**config.mk**
```make
export PLATFORM = sky130hd
export DESIGN_NAME = gpio_port_arbiter
export DESIGN_NICKNAME = d
export VERILOG_FILES = /design/src/rtl/gpio_arb_pkg.sv /design/src/rtl/gpio_in_sync.sv /design/src/rtl/gpio_port_arbiter.sv
export SDC_FILE = /design/constraint.sdc
export NUM_CORES = 1
export LEC_CHECK = 0
export ABC_AREA = 1
export BUFFER_PORTS_ARGS = -buffer_cell sky130_fd_sc_hd__clkbuf_2
export CAP_MARGIN = 10
export CORE_AREA = 2 2 156 158
export CTS_CLUSTER_DIAMETER = 200
export DETAILED_ROUTE_END_ITERATION = 7
export DIE_AREA = 0 0 158 160
export PLACE_DENSITY = 0.61
export RECOVER_POWER = 25
export SLEW_MARGIN = 20
export SYNTH_ARGS = -nofsm -noshare
export SYNTH_HDL_FRONTEND = slang
export SYNTH_HIERARCHICAL = 1
export SYNTH_SLANG_ARGS = --single-unit
```
**constraint.sdc**
```tcl
create_clock -name clk_i -period 2 [get_ports clk_i]
set_input_delay 0.2 -clock clk_i [delete_from_list [all_inputs] [get_ports clk_i]]
set_output_delay 0.2 -clock clk_i [all_outputs]
set_load 0.01 [all_outputs]
```
**src/rtl/gpio_arb_pkg.sv**
```systemverilog
// Shared types and helpers for the gpio0 pad-bank arbiter.
// Latency: none, because this file holds only types and pure functions.
// Backpressure: none.
package gpio_arb_pkg;

   // rr_pick handles up to this many requesters. The index field is sized to match.
   localparam int MAX_REQ = 8;
   localparam int IDX_W   = 3;

   typedef enum logic [1:0] {
      IDLE  = 2'd0,
      GRANT = 2'd1,
      TURN  = 2'd2
   } arb_state_t;

   typedef struct packed {
      logic             vld;
      logic [IDX_W-1:0] idx;
   } pick_t;

   // Counter or index width for a range of v values. The result is never below 1 bit.
   function automatic int width_of(input int v);
      return (v <= 2) ? 1 : $clog2(v);
   endfunction

   // Round-robin pick: the first set request strictly after 'last', scanning upward with wrap.
   // The scan ends on 'last' itself, so a lone requester can win again.
   function automatic pick_t rr_pick(input logic [MAX_REQ-1:0] req, input int n, input int last);
      pick_t            p;
      int               idx;
      logic [IDX_W-1:0] sel;
      p = '0;
      for (int i = 1; i <= MAX_REQ; i++) begin
         if (i <= n && !p.vld) begin
            idx = last + i;
            if (idx >= n) idx = idx - n;
            sel = IDX_W'(idx);
            if (req[sel]) begin
               p.vld = 1'b1;
               p.idx = sel;
            end
         end
      end
      return p;
   endfunction

endpackage

```
**src/rtl/gpio_in_sync.sv**
```systemverilog
// Two-flop synchroniser that brings the raw asynchronous pad inputs into the clock domain.
// Latency: 2 clock cycles from pins to synced.
// Backpressure: none. It samples every cycle.
module gpio_in_sync #(
   parameter int WIDTH = 32
) (
   input  logic             clk,
   input  logic             rst,
   input  logic [WIDTH-1:0] pins,
   output logic [WIDTH-1:0] synced
);

   logic [WIDTH-1:0] meta;

   // The first stage may go metastable. The second stage gives it a full cycle to resolve.
   always_ff @(posedge clk) begin
      if (rst) begin
         meta   <= '0;
         synced <= '0;
      end else begin
         meta   <= pins;
         synced <= meta;
      end
   end

endmodule

```
**src/rtl/gpio_port_arbiter.sv**
```systemverilog
// Grants round-robin, exclusive ownership of the gpio0 pad bank, with a tri-state turnaround between owners and preemption when an owner holds the bank too long.
// Latency: gnt_o 1 cycle after req_i. The pads follow the owner 1 cycle after gnt_o. in_o is 2 cycles after pin_in_i.
// Backpressure: level req_i/gnt_o handshake. A requester waits, holding req_i high, until it is granted.
module gpio_port_arbiter
   import gpio_arb_pkg::*;
#(
   parameter  int N_REQ    = 4,
   parameter  int WIDTH    = 32,
   parameter  int HOLD_MAX = 1024,
   parameter  int TURN_CYC = 1,
   localparam int OW       = width_of(N_REQ)
) (
   input  logic                   clk_i,
   input  logic                   rst_i,
   input  logic [N_REQ-1:0]       req_i,
   output logic [N_REQ-1:0]       gnt_o,
   input  logic [N_REQ*WIDTH-1:0] out_i,
   input  logic [N_REQ*WIDTH-1:0] oe_i,
   output logic [WIDTH-1:0]       pin_out_o,
   output logic [WIDTH-1:0]       pin_oe_o,
   input  logic [WIDTH-1:0]       pin_in_i,
   output logic [WIDTH-1:0]       in_o,
   output logic                   busy_o,
   output logic [OW-1:0]          owner_o,
   output logic                   timeout_o
);

   localparam int HW = width_of(HOLD_MAX);
   localparam int TW = width_of(TURN_CYC);
   localparam logic [HW-1:0] HOLD_LAST = HW'(HOLD_MAX - 1);
   localparam logic [TW-1:0] TURN_LAST = TW'(TURN_CYC - 1);

   arb_state_t       state;
   logic [OW-1:0]    last_q;     // RR pointer. Its reset value differs from owner_o so that slot 0 wins first.
   logic [HW-1:0]    hold_q;
   logic [TW-1:0]    turn_q;

   pick_t            pick;
   logic [OW-1:0]    pick_idx;
   logic             owner_req;
   logic             others_pend;
   logic [WIDTH-1:0] own_out;
   logic [WIDTH-1:0] own_oe;

   // Pick the next owner, and select the current owner's pad drive from the packed buses.
   always_comb begin
      pick        = rr_pick(MAX_REQ'(req_i), N_REQ, int'(last_q));
      pick_idx    = OW'(pick.idx);
      owner_req   = |(req_i & gnt_o);
      others_pend = |(req_i & ~gnt_o);
      own_out     = out_i[int'(owner_o)*WIDTH +: WIDTH];
      own_oe      = oe_i[int'(owner_o)*WIDTH +: WIDTH];
   end

   // Arbiter FSM. Grant, pad, status and timeout outputs are all registered here.
   always_ff @(posedge clk_i) begin
      if (rst_i) begin
         state     <= IDLE;
         last_q    <= OW'(N_REQ - 1);
         hold_q    <= '0;
         turn_q    <= '0;
         gnt_o     <= '0;
         owner_o   <= '0;
         busy_o    <= 1'b0;
         timeout_o <= 1'b0;
         pin_out_o <= '0;
         pin_oe_o  <= '0;
      end else begin
         timeout_o <= 1'b0;
         case (state)
            IDLE: begin
               pin_oe_o <= '0;
               if (pick.vld) begin
                  state   <= GRANT;
                  gnt_o   <= N_REQ'(1) << pick_idx;
                  owner_o <= pick_idx;
                  last_q  <= pick_idx;
                  hold_q  <= '0;
                  busy_o  <= 1'b1;
               end
            end
            GRANT: begin
               if (!owner_req) begin
                  // A normal release takes priority over a timeout in the same cycle.
                  state    <= TURN;
                  gnt_o    <= '0;
                  pin_oe_o <= '0;
                  turn_q   <= '0;
               end else if (hold_q == HOLD_LAST && others_pend) begin
                  state     <= TURN;
                  gnt_o     <= '0;
                  pin_oe_o  <= '0;
                  turn_q    <= '0;
                  timeout_o <= 1'b1;
               end else begin
                  pin_out_o <= own_out;
                  pin_oe_o  <= own_oe;
                  if (hold_q != HOLD_LAST) hold_q <= hold_q + 1'b1;
               end
            end
            TURN: begin
               // The pads stay tri-stated and pin_out_o keeps its last value. Arbitration resumes from IDLE.
               pin_oe_o <= '0;
               if (turn_q == TURN_LAST) begin
                  state  <= IDLE;
                  busy_o <= 1'b0;
               end else begin
                  turn_q <= turn_q + 1'b1;
               end
            end
            default: begin
               state    <= IDLE;
               gnt_o    <= '0;
               pin_oe_o <= '0;
               busy_o   <= 1'b0;
            end
         endcase
      end
   end

   gpio_in_sync #(
      .WIDTH(WIDTH)
   ) u_in_sync (
      .clk   (clk_i),
      .rst   (rst_i),
      .pins  (pin_in_i),
      .synced(in_o)
   );

endmodule
```
## Yosys cells after proc, flatten, opt, wreduce, memory -nomap -nowiden

Index checks and enable logic that the tools add are counted.

| word-level totals | value |
|---|---|
| register bits after elaboration | 151 |
| logic and storage cells | 109 |

| operators by class | value |
|---|---|
| equality and inequality tests | 10 |
| shift-type cells | 3 |
| $add $sub $neg | 10 |
| multiplexer cells | 44 |
| reduce and logical (&&, ||, !) cells | 15 |
| bitwise logic cells | 7 |
| order comparisons | 8 |

Operator list:

| cell | count |
|---|---|
| variable part select 128 x 8 -> 32 bit | 2 |
| two-way mux 10 bit | 4 |
| two-way mux 4 bit | 10 |
| two-way mux 3 bit | 7 |
| case mux 10 bit (2 select lines) | 1 |
| < comparator 3 x 4 -> 1 bit (second input constant) | 4 |
| binary-select mux 1 bit (select 3 bit) | 4 |
| case mux 4 bit (3 select lines) | 1 |
| AND reduction 3 bit | 4 |
| OR reduction 4 bit | 3 |
| subtractor 3 bit (second input constant) | 4 |
| adder 10 x 1 -> 10 bit (second input constant) | 1 |
| == test 10 bit (second input constant) | 1 |
| two-way mux 1 bit | 10 |
| inequality test 10 bit (second input constant) | 1 |
| inequality test 2 bit (second input constant) | 5 |
| >= comparator 3 bit (second input constant) | 3 |
| bitwise AND 4 bit | 2 |
| two-way mux 2 bit | 4 |
| adder 2 x 2 -> 3 bit (second input constant) | 2 |
| case mux 2 bit (3 select lines) | 1 |
| AND reduction 5 bit | 1 |
| adder 2 x 3 -> 4 bit (second input constant) | 1 |
| >= comparator 4 x 3 -> 1 bit (second input constant) | 1 |
| other kinds (15) | 20 |

## Logic depth before layout (Yosys ltp)

Gate-level depths: netlist of the first run.

| logic depth | value |
|---|---|
| depth in word-level cells | 24 |
| gate-level depth with buffers | 14 |
| mapped depth without buffers | 13 |

## Modules after synthesis

Netlist of the first run, hierarchy kept.

By module, submodules not included:

| module | area an instance (um2) | instances | sequential area each (um2) | cells each |
|---|---|---|---|---|
| gpio_port_arbiter | 5101.1 | 1 | 1721.7 | 806 |
| gpio_in_sync | 1840.5 | 1 | 1281.2 | 199 |

## Worst setup path before layout of the first run

Ideal clock, no wire load.

| timing | value |
|---|---|
| kind | reg-to-reg |
| start | register last_q[0] |
| end | register hold_q[1] |
| data arrival time | 1.632 ns |
| period minus slack after synthesis | 1.748 ns |
| slack | 0.252 ns |
| cell stages (with the launch flop) | 14 |
| cells stage by stage | dfxtp_1 buf_6 inv_6 ha_1 inv_1 nand3_2 nand2_4 nor2_8 nand3_4 nand2_4 nand2_2 buf_6 o21ai_1 a21oi_1 |

| on the way | value |
|---|---|
| longest elaborated chain between the ends | 12 |
| elaborated cells on any way between the ends | 36 |
| those cells by class | 8 x add/sub; 4 x order compare; 1 x eq/ne; 22 x mux; 1 x reduce/logical |

Ends and longest elaborated chain:

| item | line | RTL |
|---|---|---|
| from (decl) | gpio_port_arbiter.sv:34 | `logic [OW-1:0] last_q;` |
| from (signal assigned) | gpio_port_arbiter.sv:59 | `last_q <= OW'(N_REQ - 1);` |
| from (signal assigned) | gpio_port_arbiter.sv:77 | `last_q <= pick_idx;` |
| adder 2 x 2 -> 3 bit | gpio_arb_pkg.sv:35 | `idx = last + i;` |
| subtractor 3 bit or >= comparator 3 bit (tied branches) | gpio_arb_pkg.sv:36 | `if (idx >= n) idx = idx - n;` |
| two-way mux 3 bit | gpio_arb_pkg.sv:36 |  |
| two-way mux 3 bit | gpio_arb_pkg.sv:34 | `if (i <= n && !p.vld) begin` |
| binary-select mux 1 bit (select 3 bit) | gpio_arb_pkg.sv:38 | `if (req[sel]) begin` |
| two-way mux 1 bit (not written as such) | gpio_arb_pkg.sv:38 |  |
| two-way mux 4 bit | gpio_arb_pkg.sv:38 |  |
| two-way mux 4 bit (2 in series) | gpio_arb_pkg.sv:34 |  |
| two-way mux 4 bit * | gpio_arb_pkg.sv:34 |  |
| inequality test 2 bit (no source line) * | - |  |
| AND reduction 5 bit (no source line) * | - |  |
| to (signal assigned) | gpio_port_arbiter.sv:98 | `if (hold_q != HOLD_LAST) hold_q <= hold_q + 1'b1;` |
| to (decl) | gpio_port_arbiter.sv:35 | `logic [HW-1:0] hold_q;` |

Mark *: on every way between the ends. The rest lies on a longest branch, timed or not. The select of a mux whose other input is x is not followed.
A chain may end at the register's enable or synchronous reset.

## Worst setup path in the final report of the first run

| timing | value |
|---|---|
| start | register last_q[0] |
| end | register gnt_o[0] |

| on the way | value |
|---|---|
| longest elaborated chain between the ends | 15 |
| elaborated cells on any way between the ends | 39 |
| those cells by class | 8 x add/sub; 4 x order compare; 1 x eq/ne; 1 x shift; 24 x mux; 1 x reduce/logical |

Ends and longest elaborated chain:

| item | line | RTL |
|---|---|---|
| adder 2 x 1 -> 3 bit or adder 2 x 2 -> 3 bit (tied branches) | gpio_arb_pkg.sv:35 |  |
| subtractor 3 bit or >= comparator 3 bit (tied branches) | gpio_arb_pkg.sv:36 |  |
| two-way mux 3 bit | gpio_arb_pkg.sv:36 |  |
| binary-select mux 1 bit (select 3 bit) or two-way mux 3 bit (tied branches) | gpio_arb_pkg.sv:38, gpio_arb_pkg.sv:34 |  |
| two-way mux 1 bit (not written as such) or binary-select mux 1 bit (select 3 bit) (tied branches) | gpio_arb_pkg.sv:38 |  |
| two-way mux 4 bit or two-way mux 1 bit (tied branches) | gpio_arb_pkg.sv:38 |  |
| two-way mux 4 bit | gpio_arb_pkg.sv:38 |  |
| two-way mux 4 bit | gpio_arb_pkg.sv:34 |  |
| two-way mux 4 bit | gpio_arb_pkg.sv:38 |  |
| two-way mux 4 bit | gpio_arb_pkg.sv:34 |  |
| two-way mux 4 bit | gpio_arb_pkg.sv:38 |  |
| two-way mux 4 bit * | gpio_arb_pkg.sv:34 |  |
| << shifter 1 x 2 -> 4 bit | gpio_port_arbiter.sv:75 | `gnt_o <= N_REQ'(1) << pick_idx;` |
| two-way mux 4 bit | gpio_port_arbiter.sv:73 | `if (pick.vld) begin` |
| case mux 4 bit (3 select lines) | gpio_port_arbiter.sv:70 | `case (state)` |
| to (signal assigned) | gpio_port_arbiter.sv:75 |  |
| to (decl) | gpio_port_arbiter.sv:16 | `output logic [N_REQ-1:0] gnt_o,` |

Marked as above.

==> results of run 1 <==
worst paths after layout:
path / start / endpoint / cells after the start
max: last_q[0] / gnt_o[0] / 13
min reg2reg: u_in_sync/meta[22] / u_in_sync/synced[22] / 2
min: oe_i[121] / pin_oe_o[25] / 3
max reg2reg: last_q[0] / gnt_o[0] / 13
where the power goes:
part	internal, W	switching [W]	total (W)
registers	0.00333	0.000176	0.00351
logic	0.00151	0.00252	0.00402
clock network	0.00181	0.00134	0.00315
total	0.00665	0.00403	0.0107
synthesized netlist by cell type, drive strengths merged, types with 2 or more instances:
master | number | area [sq um]
o21ai | 171 | 860
nor3 | 2 | 10.0
nand2 | 59 | 256
clkbuf | 27 | 101
nor2 | 348 | 1360
buf | 40 | 285
xnor2 | 2 | 17.5
ha | 2 | 25.0
o211ai | 3 | 22.5
or2 | 2 | 12.5
a21oi | 47 | 239
a31oi | 32 | 200
nand4 | 6 | 43.8
dfxtp | 150 | 3000
nand3 | 19 | 128
inv | 92 | 355
critical path, cell delays in order (launching register included):
cell and delay, ns:
dfxtp_2 0.36, inv_6 0.05, ha_1 0.33, inv_1 0.11, nand3_2 0.11, nand2_4 0.10, nor2_8 0.05, nand2_1 0.06
nand2_1 0.06, nor2_1 0.17, inv_1 0.11, nor2_1 0.14, nor2_1 0.05, nor2_1 0.07
sequential cells by signal (all words and copies together) (netlist names):
signal / cells
last_q: 2
busy_o: 1
state: 2
hold_q: 10
owner_o: 2
u_in_sync/synced: 32
timeout_o: 1
gnt_o: 4
pin_out_o: 32
pin_oe_o: 32
u_in_sync/meta: 32
through the flow:
stage	utilization, %	cell area (sq um)	setup slack (ns)	hold slack, ns
3_3_place_gp	39.0	9280	-0.175	0.389
5_1_grt	43.0	10200	-0.00901	0.0479
4_1_cts	42.8	10200	0.0404	0.0345
3_5_place_dp	39.0	9280	-0.227	0.392
6_report	43.0	10200	0.162	0.0593
2_1_floorplan	-	6940	0.252	0.307
metal layers:
metal | wire length [microns] | global-route usage (%) | up-vias
li1 | - | - | 4044
met1 | 10600 | 23.9 | 3552
met2 | 12100 | 32.8 | 310
met3 | 1800 | 5.35 | 48
met4 | 875 | 8.52 | 0
met5 | 0 | 0 | -
kinds of logic after synthesis:
family / after synthesis
adder cells (fa/ha/maj): 2
buffers and inverters: 159
flip-flops: 150
AND/OR/NAND/NOR: 437
AO/OA/AOI/OAI: 254
XOR/XNOR: 3
repair_timing:
action	in CTS	in global routing
setup buffers	2	1
pin swaps	1	1
hold buffers	32	0
endpoints found under the setup margin	49	40
cloned	1	0
gates resized for setup	0	9
hold endpoints to repair	32	0
cell type report:
cell class	count	share of cell area (%)
flip-flops and latches	150	29.4
multi-input cells	697	31.6
repair buffers	460	25.9
diodes	1	0.0244
inverters	92	3.48
well taps	324	3.96
clock buffers	21	4.51
clock inverters	11	1.10
==> out/metrics.yaml, run 1 <==
coreArea_sq_mm: 0.0238
worst-r2r-setup-slack_ns: 0.16
clkSinkCount: 150
tightest_slew_ns: 0.535
place_inst: 1687
wl_mm: 25.4
path_class: "reg -> reg"
endpoint_kind: "flop"
hpwlAfterDp_mm: 18.8
dr.pass1.iters: 5
num-fill-cells: 2514
status: "complete, no violations"
synthXorXnorAreaFrac_pct: 0.379
irDropWorstVdd_uv: 610
detailroute.via_count: 7954
final_common_cell: "clkbuf_2"
io_buffers: 397
cts_tree: "built"
ys_seq_area_share_pct: 43.3
max_slew_margin_pct: 64.4
path_max_fanout: 7
synth_seq_cells: 150
syn_inst: 1005
grt_pass1_wl_mm: 38.8
multi_input_area_sq_mm: 0.00324
synth_edf_count: 0
setup_viol: 0
drive_gt1_share_pct: 34.5
synth_cell_type_count: 35
yosysWarnings: 6
stdcell_count: 1756
clock_path_buffers: 2
synth-simple-area-share_pct: 26.2
synth_compound_area_share_pct: 19.2
arrival_ns: 2.19
initial_utilization_pct: 29.1
ant_nets: 0
final_hold_viol_count: 0
fp-row-count: 57
maxSlewViolCount: 0
h-tree-depth: 4
ios: 398
fmax_mhz: 544
vias_per_cell: 4.53
drc: 0
synth_top_family_by_area: "simple AND/OR/NAND/NOR gates"
seq_area_sq_mm: 0.00301
layout_common_cells: "clkbuf_2, nor2_1, o21ai_0, dfxtp_1, inv_1"
syn_nets: 1301
min_period_over_period_pct: 91.9
globalRouteOverflowTotal: 0
grtUsageTotal_pct: 19.8
skew_ns: 0.00776
power.density_mw_per_mm2: 1040
drt_iter0_drc: 405
synth.mux.area_fraction_pct: 0
grt_pass1_vias: 7571
cp_data_required_time_ns: 2.35
hold_path_class: "in -> reg"
numCtsBuffers: 17
clock_latency_ns: 0.41
die_h_microns: 160
wl_per_cell_microns: 14.4
path_clk_slew_ns: 0.06
avgSynthCellArea_sq_um: 6.91
die-area_sq_mm: 0.0253
synthAdderAreaFrac_pct: 0.360
fin_nets: 1714
grt_max_degree: 96
yosys_most_used_dff: "dfxtp_1"
clockRootBuffer: "clkbuf_16"
area_delta_synth_final_pct: 47.5
finalPower_w: 0.0107
static-leakage-power_nw: 5.12
finalSetupTns_ns: 0
antenna_found_initial: 1
fin_crit_ns: 1.84
syn_area_sq_mm: 0.00694
die_w_microns: 158
gp_congestion: 0.959
async_reset_ff_share_pct: 0
setup.worst_path.start_class: "flop"
drv_cap: 0
Power figures use the tool's default switching activity.
==> inputs of run 2 (changes only) <==
ABC_AREA = unset   (was 1)
CORE_AREA = 2 2 153 155   (was 2 2 156 158)
DIE_AREA = 0 0 155 157   (was 0 0 158 160)
GPL_ROUTABILITY_DRIVEN = 1   (was unset)
PLACE_DENSITY = 0.62   (was 0.61)
==> out/metrics.yaml, run 2 <==
fin_nets: 1269
async_reset_ff_share_pct: 0
grt_pass1_wl_mm: 31.7
gp_congestion: 0.830
final_hold_viol_count: 0
reg2regPathDepth: 7
finish.utilization_pct: 44.7
irDropWorstVdd_uv: 541
p_switching_w: 0.00335
ant_nets: 0
hpwlAfterDp_mm: 17.4
static-leakage-power_nw: 4.46
avgSynthCellArea_sq_um: 12.6
fmax_mhz: 512
detailroute.via_count: 5920
h-tree-depth: 4
layout_common_cells: "clkbuf_2, dfxtp_1, mux4_2, nor2b_2, nor2b_1"
fp-row-count: 55
synth-simple-area-share_pct: 17.7
setup.worst_path.start_class: "flop"
dr.pass1.iters: 4
p_sw_share_pct: 31.9
final_common_cell: "clkbuf_2"
yosysWarnings: 6
grt_max_degree: 73
clock_latency_ns: 0.42
grt_setup_unrepaired: "no"
path_clk_slew_ns: 0.06
drive_gt1_share_pct: 61.3
endpoint_kind: "flop"
coreArea_sq_mm: 0.0225
drt_iter0_drc: 230
synth_common_cells: "dfxtp_1, mux4_2, nor2b_2, nor2b_1, nor2_1"
synth_cell_type_count: 48
clkPwrFrac_pct: 30.2
grtUsageTotal_pct: 17.1
wl_mm: 21.7
hold_path_class: "in -> reg"
synth.mux.area_fraction_pct: 27.6
drv_cap: 1
numCtsBuffers: 17
area_delta_synth_final_pct: 50.1
cts_tree: "built"
combPwrFrac_pct: 36.5
use_met1_pct: 21.3
pwr-share-seq_pct: 33.3
clock_path_buffers: 2
internal-power_w: 0.00716
die_h_microns: 157
whs_ns: 0.116
grt_pass1_vias: 5894
hp-start: "rst_i"
timing.rr.start: "last_q[0]"
tightest_slew_ns: 1.83
synthTopCellsByArea: "dfxtp_1, mux4_2, nor2b_2, mux2i_1, nor2b_1"
antenna_found_initial: 2
synthXorXnorAreaFrac_pct: 0
skew_ns: 0.0148
wl_per_cell_microns: 17.1
vias_per_cell: 4.65
synthAdderAreaFrac_pct: 0.374
path_max_fanout: 7
syn_inst: 532
path_class: "reg -> reg"
min_period_over_period_pct: 97.6
syn_area_sq_mm: 0.00670
crit_path_cell_trace: "inv_4, ha_4, mux2_4, o32ai_1, or3_4, a22o_4, a22o_2"
fin_crit_ns: 1.95
io_buffers: 397
synth_edf_count: 0
synth_most_common_cell: "dfxtp_1"
arrival_ns: 2.26
syn_nets: 828
grtUsageMet2_pct: 28.8
clkSinkCount: 150
setup_viol: 0
cp_data_required_time_ns: 2.31
synth_seq_cells: 150
clockRootBuffer: "clkbuf_16"
critPathMaxStageDelay_ns: 0.40
die_w_microns: 155
violations: "max-capacitance violations, max-slew violations"
min_delay_path_depth: 2
grt_use_met3_pct: 4.79
drc: 0
synth_top_family_by_area: "multiplexers"
min_to: "busy_o"
maxSlewViolCount: 73
cp_slowest_cell: "or3_4"
reg2reg_to: "gnt_o[2]"
synth_top_area_share_pct: 44.8
globalRouteOverflowTotal: 0
ios: 398
yosys_most_used_dff: "dfxtp_1"
synth_compound_area_share_pct: 5.45
worst-r2r-setup-slack_ns: 0.05
initial_utilization_pct: 29.8
die-area_sq_mm: 0.0243
synth_area_leader_cell: "dfxtp_1"
max_slew_margin_pct: -22.2
gr-max-usage-layer: "met2"
power.density_mw_per_mm2: 1040
ys_seq_area_share_pct: 44.8
status: "finished with violations"
run 2: cell types whose count changed in the layout (fill, tap and decap cells not counted), sizes merged, moves of 35 or more:
cell	previous run	this run
inv	96	13
mux2i	0	35
nand2	59	14
nor2	349	38
mux4	0	65
nor2b	0	100
o21ai	171	4
run 2: through the flow:
step | setup TNS (ns) | instances | power (W) | instance area, sq um | setup slack, ns
2_1_floorplan | -0.200 | 532 | 0.00620 | 6740 | -0.107
3_3_place_gp | 0 | 1205 | 0.00729 | 9130 | 0.0120
3_5_place_dp | -0.00474 | 1205 | 0.00735 | 9130 | -0.00474
4_1_cts | 0 | 1269 | 0.0106 | 10000 | 0.00825
5_1_grt | 0 | 1271 | 0.0111 | 10000 | 0.00742
6_report | 0 | 1272 | 0.0105 | 10100 | 0.0487
run 2: critical path: cells and delay by family (launching register included):
family,cells,cell delay (ns)
adders and majority gates,1,0.27
muxes,1,0.20
buffers and inverters,1,0.05
AOI/OAI and AO/OA,3,0.56
DFF,1,0.38
and+or+nand+nor,1,0.40
run 2: cell families (layout without fill, tap and decap cells):
| family | after synthesis | after routing |
|---|---|---|
| AND/OR/NAND/NOR | 186 | 186 |
| buffers and inverters | 44 | 498 |
| multiplexers | 103 | 103 |
| AO/OA/AOI/OAI | 47 | 47 |
| adder cells (fa/ha/maj) | 2 | 2 |
| other | 0 | 1 |
| flip-flops | 150 | 150 |
run 2: timing repair:
item                                    in CTS  in global routing
hold endpoints to repair                    32                  0
pin swaps                                    0                  5
hold buffers                                32                  0
gates resized for setup                      1                  2
cloned                                       0                  0
endpoints found under the setup margin       1                  5
buffers inserted                             0                  3
run 2: how the worst max path moves through the flow:
| stage | start | depth (start not counted) | end | slack (ns) |
|---|---|---|---|---|
| 2_1_floorplan | last_q[0] | 9 | gnt_o[0] | -0.11 |
| 3_5_place_dp | last_q[0] | 7 | gnt_o[0] | -0.005 |
| 6_report | last_q[0] | 7 | gnt_o[2] | 0.05 |
| 4_1_cts | last_q[0] | 7 | gnt_o[0] | 0.008 |
| 5_1_grt | last_q[0] | 7 | gnt_o[2] | 0.007 |
| 3_3_place_gp | last_q[0] | 7 | gnt_o[0] | 0.01 |
run 2: power groups by stage:
| stage | combinational, W | sequential [W] | clock, W |
|---|---|---|---|
| after detailed placement | 0.00377 | 0.00357 | 0 |
| after global placement | 0.00373 | 0.00356 | 0 |
| after global routing | 0.00413 | 0.00354 | 0.00342 |
| final | 0.00383 | 0.00350 | 0.00317 |
| after floorplan | 0.00265 | 0.00355 | 0 |
| after CTS | 0.00383 | 0.00351 | 0.00328 |
run 2: layout make-up:
class,instances,area [sq um]
Tap cell,285,357
Clock inverter,15,174
Multi-Input combinational cell,338,3470
Timing Repair Buffer,461,2590
Sequential cell,150,3010
Antenna cell,1,2.50
Inverter,5,21.3
Fill cell,2151,12500
Clock buffer,17,425
run 2: per-layer routing:
metal,share of wire [%],wire length [microns],vias to the layer above
met4,2.2,477,0
met3,6.5,1410,25
met5,0,0,-
met1,42,9130,2822
met2,49,10700,252
li1,-,-,2821
==> inputs of run 3 (changes only) <==
RECOVER_POWER = unset   (was 25)
clock period = 2.55 ns   (was 2 ns; I/O delays follow)
==> out/metrics.yaml, run 3 (synthesis results as in run 2) <==
clock_latency_ns: 0.42
tightest_slew_ns: 1.02
finalSetupTns_ns: 0
cts-resized-gates: 0
ant_nets: 0
die-area_sq_mm: 0.0243
min_period_over_period_pct: 85.5
final_hold_viol_count: 0
setup.worst_path.start_class: "flop"
static-leakage-power_nw: 4.20
irDropWorstVdd_uv: 385
cts_setup_buffers: 0
clock_path_buffers: 2
wl_mm: 21.3
initial_utilization_pct: 29.8
numCtsBuffers: 17
fin_crit_ns: 2.18
layout_common_cells: "clkbuf_2, dfxtp_1, mux4_2, nor2b_2, nor2b_1"
path_clk_slew_ns: 0.07
h-tree-depth: 4
fmax_mhz: 458
place_inst: 1183
wl_per_cell_microns: 17.4
finish.utilization_pct: 42.3
stdcell_count: 1219
drive_gt1_share_pct: 62.4
hold_path_class: "in -> reg"
drt_iter0_drc: 360
clkSinkCount: 150
globalRouteOverflowTotal: 0
skew_ns: 0.0150
grt_setup_unrepaired: "no"
die_w_microns: 155
setup_viol: 0
max_slew_margin_pct: 32.3
status: "complete, no violations"
endpoint_kind: "flop"
vias_per_cell: 4.62
maxSlewViolCount: 0
arrival_ns: 2.49
coreArea_sq_mm: 0.0225
cts_tree: "built"
path_max_fanout: 8
ios: 398
cp_data_required_time_ns: 2.86
dr.pass1.iters: 4
io_buffers: 397
gp_congestion: 0.826
clockRootBuffer: "clkbuf_16"
drc: 0
path_class: "reg -> reg"
grtUsageTotal_pct: 17.0
final_common_cell: "clkbuf_2"
grt_pass1_vias: 5552
grt_max_degree: 69
antenna_found_initial: 5
grt_pass1_wl_mm: 31.2
area_delta_synth_final_pct: 42.2
fin_nets: 1213
detailroute.via_count: 5628
fp-row-count: 55
die_h_microns: 157
postCtsHoldBufs: 0
power.density_mw_per_mm2: 835
hpwlAfterDp_mm: 17.2
drv_cap: 0
[run 3: path summary, 6_finish.rpt]
kind | startpoint | to | slack, ns | cells past startpoint
worst max-delay path | last_q[1] | gnt_o[0] | 0.37 | 6
worst min-delay path | pin_in_i[14] | u_in_sync/meta[14] | 0.05 | 2
worst max register to register | last_q[1] | gnt_o[0] | 0.37 | 6
worst min register to register | u_in_sync/meta[2] | u_in_sync/synced[2] | 0.43 | 1
[run 3: power by group]
part	switching [W]	internal [W]	total, W
clock	0.00117	0.00133	0.00250
sequential	0.000173	0.00256	0.00273
combinational	0.00122	0.00150	0.00272
[run 3: layout make-up]
cell class / count / area [sq um]
fillers: 2194 / 13000
multi-input cells: 338 / 3430
flip-flops and latches: 150 / 3010
repair buffers: 405 / 2090
clock buffers: 17 / 425
well taps: 285 / 357
clock inverters: 15 / 186
inverters: 5 / 18.8
diodes: 4 / 10.0
[run 3: metal layers]
| metal | part of all wire (%) | global-route usage (%) | vias up |
|---|---|---|---|
| met1 | 42 | 21.8 | 2659 |
| met4 | 1.9 | 6.17 | 2 |
| li1 | - | - | 2702 |
| met3 | 7.3 | 4.98 | 24 |
| met5 | 0.061 | 0 | - |
| met2 | 49 | 27.3 | 241 |
[run 3: per-stage QoR]
stage          cell area, sq um  worst slack [ns]  power, W  hold slack (ns)
2_1_floorplan              6700             0.231   0.00479            0.383
3_3_place_gp               8910             0.435   0.00552            0.416
3_5_place_dp               8910             0.366   0.00556            0.422
4_1_cts                    9520             0.372   0.00810           0.0147
5_1_grt                    9530             0.150   0.00843           0.0176
6_report                   9530             0.369   0.00795           0.0470
[run 3: critical path: stages, from the launching register on]
cell	delay, ns
dfxtp_1	0.46
ha_1	0.37
mux4_2	0.26
nor3_1	0.05
or3_4	0.41
a22o_2	0.28
a32o_1	0.25
